File: src/rtl/cp0_multi_irq.sv
// cp0_multi_irq: coprocessor-0 block for the pipelined MIPS core with
// several edge-triggered interrupt lines and an optional timer source.
//
// Ports:
//   clk, rst_n           clock, asynchronous active-low reset
//   oper                 00 none, 01 read, 10 store CPR[addr_w]=data_w, 11 ERET
//   addr_r / data_r      combinational register read (ID stage)
//   addr_w / data_w      register write (EXE stage)
//   ir_en                pipeline can accept an interrupt this cycle
//   ir_in                external interrupt lines (rising edge sets pending)
//   ret_addr             EPC value captured when an interrupt is taken
//   if_en                fetch accepted the redirect
//   jump_en / jump_addr  redirect request, held until if_en
//   ir                   one-cycle pulse when an interrupt is taken
//   ir_valid             1 while not inside a handler
//   ir_wait              some unmasked pending bit is set
module cp0_multi_irq #(
    parameter int unsigned NUM_IRQ   = 4,
    parameter int unsigned TIMER_EN  = 1,
    parameter int unsigned VECTORED  = 0,
    parameter int unsigned VEC_SHIFT = 4
) (
    input  logic               clk,
    input  logic               rst_n,
    input  logic [1:0]         oper,
    input  logic [4:0]         addr_r,
    output logic [31:0]        data_r,
    input  logic [4:0]         addr_w,
    input  logic [31:0]        data_w,
    input  logic               ir_en,
    input  logic [NUM_IRQ-1:0] ir_in,
    input  logic [31:0]        ret_addr,
    input  logic               if_en,
    output logic               jump_en,
    output logic [31:0]        jump_addr,
    output logic               ir,
    output logic               ir_valid,
    output logic               ir_wait
);

    localparam int unsigned S = NUM_IRQ + TIMER_EN;

    typedef enum logic [0:0] {StRun, StHandler} state_e;

    state_e             state_q, state_d;
    logic               ie_q, ie_d;
    logic [S-1:0]       mask_q, mask_d;
    logic [S-1:0]       pend_q, pend_d;
    logic [4:0]         code_q, code_d;
    logic [31:0]        count_q, count_d;
    logic [31:0]        compare_q, compare_d;
    logic [31:0]        epc_q, epc_d;
    logic [31:0]        ehbr_q, ehbr_d;
    logic [NUM_IRQ-1:0] prev_q;
    logic               jump_en_q, jump_en_d;
    logic [31:0]        jump_addr_q, jump_addr_d;
    logic               ir_q;

    logic               wr, eret, take;
    logic [S-1:0]       masked, src_set, cmp_clr, w1c;
    logic [4:0]         take_code;
    logic [31:0]        target;

    assign wr     = (oper == 2'b10);
    assign eret   = (oper == 2'b11);
    assign masked = pend_q & mask_q;
    assign w1c    = (wr && addr_w == 5'd13) ? data_w[8 +: S] : '0;

    // Timer source occupies the pending bit just above the external lines.
    generate
        if (TIMER_EN != 0) begin : g_timer
            logic timer_hit;
            assign timer_hit = (count_q == compare_q) && (compare_q != '0);
            assign src_set   = {timer_hit, ir_in & ~prev_q};
            assign cmp_clr   = {(wr && addr_w == 5'd11), {NUM_IRQ{1'b0}}};
        end else begin : g_no_timer
            assign src_set = ir_in & ~prev_q;
            assign cmp_clr = '0;
        end
    endgenerate

    // Fixed priority: lowest index wins.
    always_comb begin
        take_code = '0;
        for (int i = int'(S) - 1; i >= 0; i--) begin
            if (masked[i]) take_code = 5'(i);
        end
    end

    assign take = (state_q == StRun) && ir_en && ie_q && (|masked) && !jump_en_q && !eret;

    assign target = (VECTORED != 0) ? ehbr_q + (32'(take_code) << VEC_SHIFT) : ehbr_q;

    always_comb begin
        state_d     = state_q;
        ie_d        = ie_q;
        mask_d      = mask_q;
        code_d      = code_q;
        compare_d   = compare_q;
        epc_d       = epc_q;
        ehbr_d      = ehbr_q;
        jump_en_d   = jump_en_q;
        jump_addr_d = jump_addr_q;
        count_d     = (TIMER_EN != 0) ? count_q + 32'd1 : count_q;

        if (wr) begin
            unique case (addr_w)
                5'd8: begin
                    ie_d   = data_w[0];
                    mask_d = data_w[8 +: S];
                end
                5'd9:    count_d   = data_w;
                5'd11:   compare_d = data_w;
                5'd14:   epc_d     = data_w;
                5'd15:   ehbr_d    = data_w;
                default: ;
            endcase
        end

        // Set wins over every kind of clear.
        pend_d = (pend_q & ~w1c & ~cmp_clr) | src_set;

        if (jump_en_q && if_en) begin
            jump_en_d   = 1'b0;
            jump_addr_d = '0;
        end

        // Take overrides a same-cycle EPC store; the jump uses the pre-store EHBR.
        if (take) begin
            epc_d       = ret_addr;
            code_d      = take_code;
            pend_d      = ((pend_q & ~w1c & ~cmp_clr) & ~(S'(1) << take_code)) | src_set;
            jump_en_d   = 1'b1;
            jump_addr_d = target;
            state_d     = StHandler;
        end

        if (eret) begin
            jump_en_d   = 1'b1;
            jump_addr_d = epc_q;
            state_d     = StRun;
        end
    end

    always_ff @(posedge clk or negedge rst_n) begin
        if (!rst_n) begin
            state_q     <= StRun;
            ie_q        <= 1'b0;
            mask_q      <= '0;
            pend_q      <= '0;
            code_q      <= '0;
            count_q     <= '0;
            compare_q   <= '0;
            epc_q       <= '0;
            ehbr_q      <= '0;
            prev_q      <= '0;
            jump_en_q   <= 1'b0;
            jump_addr_q <= '0;
            ir_q        <= 1'b0;
        end else begin
            state_q     <= state_d;
            ie_q        <= ie_d;
            mask_q      <= mask_d;
            pend_q      <= pend_d;
            code_q      <= code_d;
            count_q     <= count_d;
            compare_q   <= compare_d;
            epc_q       <= epc_d;
            ehbr_q      <= ehbr_d;
            prev_q      <= ir_in;
            jump_en_q   <= jump_en_d;
            jump_addr_q <= jump_addr_d;
            ir_q        <= take;
        end
    end

    always_comb begin
        data_r = '0;
        unique case (addr_r)
            5'd8: begin
                data_r[0]      = ie_q;
                data_r[8 +: S] = mask_q;
            end
            5'd9:  data_r = count_q;
            5'd11: data_r = compare_q;
            5'd13: begin
                data_r[8 +: S] = pend_q;
                data_r[6:2]    = code_q;
            end
            5'd14:   data_r = epc_q;
            5'd15:   data_r = ehbr_q;
            default: data_r = '0;
        endcase
    end

    assign jump_en   = jump_en_q;
    assign jump_addr = jump_addr_q;
    assign ir        = ir_q;
    assign ir_valid  = (state_q == StRun);
    assign ir_wait   = |masked;

endmodule

File: config.mk
export PLATFORM = sky130hd
export DESIGN_NAME = cp0_multi_irq
export DESIGN_NICKNAME = d
export VERILOG_FILES = /design/src/rtl/cp0_multi_irq.sv
export SDC_FILE = /design/constraint.sdc
export NUM_CORES = 1
export LEC_CHECK = 0
export ABC_AREA = 1
export BUFFER_PORTS_ARGS = -buffer_cell sky130_fd_sc_hd__buf_2
export CAP_MARGIN = 20
export CELL_PAD_IN_SITES_DETAIL_PLACEMENT = 0
export CELL_PAD_IN_SITES_GLOBAL_PLACEMENT = 1
export CORE_ASPECT_RATIO = 1.2
export CORE_UTILIZATION = 44
export DETAILED_ROUTE_END_ITERATION = 16
export PLACE_DENSITY = 0.84
export SETUP_SLACK_MARGIN = 0.2
export SYNTH_ARGS = -nofsm -noshare
export SYNTH_HDL_FRONTEND = slang
export SYNTH_SLANG_ARGS = --single-unit
File: constraint.sdc
create_clock -name clk -period 4.7 [get_ports clk]
set_input_delay 0.94 -clock clk [delete_from_list [all_inputs] [get_ports clk]]
set_output_delay 0.94 -clock clk [all_outputs]
set_load 0.02 [all_outputs]
==> impl_metrics.csv <==
group,metric,value,unit
status,status,"complete, no violations",
floorplanning,design.core.area,22400,um^2
synthesis,yosys.area_share.simple,34.8,%
drt,wl_per_cell,18.6,um
setup_path,cpMaxStageDelayCell,"o2111ai_1",
sta,finalHoldViolCount,0,
sta,tightest_slew,1.02,ns
sta,setup_viol,0,
setup_path,rr_endpoint,"epc_q[11]",
synthesis,synthXorXnorAreaFrac,2.19,%
setup_path,worstPathRequired,3.76,ns
synthesis,synth-adder-area-share,0.125,%
setup_path,cp_top_family,"buffers and inverters",
cts,clock_latency,0.45,ns
synthesis,synth_cell_types,32,
drt,drcViolationCount,0,
sta,rsz0062_at_grt,"false",
synthesis,synth_area_per_cell,6.97,um^2
setup_path,rr_startpoint,"mask_q[0]",
drt,route.vias.total,9782,
drt,top_layer,"met4",
floorplanning,die-area,23300,um^2
sta,skew,0.0128,ns
drt,drtIter0Drc,1101,
sta,min_period,3.68,ns
synthesis,yosysWarnings,0,
cts,holdBufCountCts,0,
pwr,leakage,6.04,nW
cts,htree_num_levels,4,
drt,routed-wl-met3,2.48,mm
synthesis,synth_top_family_by_area,"simple AND/OR/NAND/NOR gates",
setup_path,critical_path_class,"primary input to primary output",
finish,drive_above_1_share,13.4,%
min_path,hold_class,"register to register",
sta,max_freq,272,MHz
setup_path,reg2reg_depth,10,
placed_design,routabilityCongestion,0.923,
finish,most-common-layout-cells,"nand2_1 (626), dfrtp_1 (181), buf_2 (150), inv_1 (144), nor2_1 (108)",
sta,whs,0.409,ns
setup_path,path_max_fanout,24,
drt,wl,34.4,mm
finish,final_common_cell,"nand2_1",
global_route,grt_overflow,0,
global_route,grt_pass1_vias,9140,
synthesis,synth_area,9990,um^2
drt,wl_met2,15.2,mm
setup_path,critPathBufInv,4,
global_route,track_usage,30.3,%
drt,vias_per_cell,5.28,
setup_path,slowest_delay,0.42,ns
setup_path,worstSetupStartpointType,"primary input",
drt,drtPass1Iterations,5,
cts,cts-root-buf,"clkbuf_16",
sta,period_share,78.3,%
cts,post_cts_buffers,0,
placed_design,numPortBuffers,151,
cts,max-clock-path-buffers,2,
finish,utilization,51.6,%
cts,cts-resized-gates,0,
placed_design,hpwlAfterDp,25.6,mm
sta,maxSlewHeadroom,31.4,%
floorplanning,initial_core_util,44.7,%
floorplanning,pin_count,152,
min_path,hold_depth,1,
sta,fin_tns_setup,0,ns
sta,final_max_slew_viol_count,0,
synthesis,synth-compound-area-share,9.25,%
synthesis,ys_seq_area_share,45.3,%
global_route,antenna_found_initial,1,
finish,diodes,0,
setup_path,arrival,2.74,ns
drt,drt-met1-wl,15.7,mm
synthesis,synth.area.mux_share,0,%
cts,cts_buffers,17,
run,drv_cap,0,
synthesis,synthCells,1434,
pwr,ir_drop,0.260,mV
finish,fin_nets,1644,
cts,clkSlewWorstSetupHoldPaths,0.07,ns
setup_path,cp-end-kind,"primary output",
floorplanning,die_h,167,um
drt,postRouteAntennaNets,0,
synthesis,synth-seq-cells,181,
cts,clock_sinks,181,
setup_path,r2r_setup_slack,2.32,ns
min_path,hp-start,"prev_q[1]",
cts,cts_tree,"yes",
global_route,grt_max_degree,100,
finish,areaGrowthSynthToFinish,15.5,%
pwr,p_per_area,421,nW/um^2
floorplanning,die_w,140,um
setup_path,path_common_cell,"buf_2",
floorplanning,rows,60,
min_path,min_to,"pend_q[1]",
setup_path,path_cells,"buf_2, nor2_1, nand2_1, nor2_2, buf_4, clkinv_1, o2111ai_1, buf_2",
global_route,grt_pass1_wl,53.3,mm
synthesis,synth_nets,1519,
-- synth_stat cells --
cell / count / share of area [%]
clkbuf_1: 33 / 1.2
xor2_1: 8 / 0.70
xnor2_1: 17 / 1.5
nand2_1: 627 / 24
ha_1: 1 / 0.13
nand3b_1: 4 / 0.30
nor2_1: 108 / 4.1
o21bai_1: 3 / 0.23
o21ai_1: 8 / 0.40
nor2_4: 1 / 0.11
buf_4: 4 / 0.30
o2111ai_1: 21 / 1.8
inv_2: 2 / 0.075
o21ai_0: 97 / 4.9
inv_1: 144 / 5.4
a21oi_4: 1 / 0.16
nand3_1: 92 / 4.6
a21oi_1: 12 / 0.60
nand2_2: 6 / 0.38
dfrtp_1: 181 / 45
buf_6: 5 / 0.56
nand2_4: 1 / 0.11
o22ai_1: 3 / 0.19
nor3b_2: 1 / 0.13
nand3_2: 1 / 0.10
nor3_1: 12 / 0.60
nand4_1: 11 / 0.69
a22oi_1: 9 / 0.68
nor2_2: 3 / 0.19
clkinv_1: 1 / 0.038
o211ai_1: 4 / 0.30
buf_2: 13 / 0.65
-- where the power goes --
group | internal, mW | switching [mW] | leakage (nW)
registers | 1.88 | 0.401 | 2.34
logic | 0.394 | 0.687 | 3.39
clock network | 0.767 | 0.732 | 0.300
total | 3.04 | 1.82 | 6.04
-- through the flow --
step / setup WS, ns / instances / cell area [um^2] / power (mW)
2_1_floorplan: 1.75 / 1434 / 9990 / 2.87
3_3_place_gp: 1.08 / 1818 / 10900 / 3.35
3_5_place_dp: 1.04 / 1818 / 10900 / 3.37
4_1_cts: 1.04 / 1850 / 11500 / 4.86
5_1_grt: 0.877 / 1851 / 11500 / 5.11
6_report: 1.02 / 1851 / 11500 / 4.86
-- worst max path at each step --
| stage | cells past startpoint | startpoint | slack (ns) | to |
|---|---|---|---|---|
| 2_1_floorplan | 6 | addr_r[0] | 1.75 | data_r[16] |
| 3_5_place_dp | 8 | addr_r[4] | 1.04 | data_r[6] |
| 4_1_cts | 8 | addr_r[4] | 1.04 | data_r[6] |
| 6_report | 8 | addr_r[4] | 1.02 | data_r[6] |
| 3_3_place_gp | 9 | addr_r[0] | 1.08 | data_r[29] |
| 5_1_grt | 9 | addr_r[0] | 0.88 | data_r[6] |
-- sequential cells by signal, summed over array words and instances (netlist names), 4 cells and up --
| signal | cells |
|---|---|
| compare_q | 32 |
| count_q | 32 |
| prev_q | 4 |
| mask_q | 5 |
| jump_addr | 32 |
| pend_q | 5 |
| epc_q | 32 |
| ehbr_q | 32 |
-- final cells by class --
class	instances	area, um^2
clock buffer	17	425
clock inverter	15	186
fill	2322	10800
inverter	147	552
multi-input combinational	1051	4640
sequential	181	4530
tap	279	349
timing repair buffer	161	865
-- layer usage --
layer,global-route usage (%),vias to the layer above
met5,0,-
met4,11.7,0
met3,5.09,56
met2,44.7,386
met1,44.4,4594
li1,-,4746
-- cells by family (layout without fill, tap and decap cells) --
kind of cell / Yosys count / in the layout
flops: 181 / 181
fa+ha+maj: 1 / 1
simple gates: 867 / 867
compound gates: 158 / 158
buf+inv: 202 / 340
xor+xnor: 25 / 25
Power figures use the tool's default switching activity.
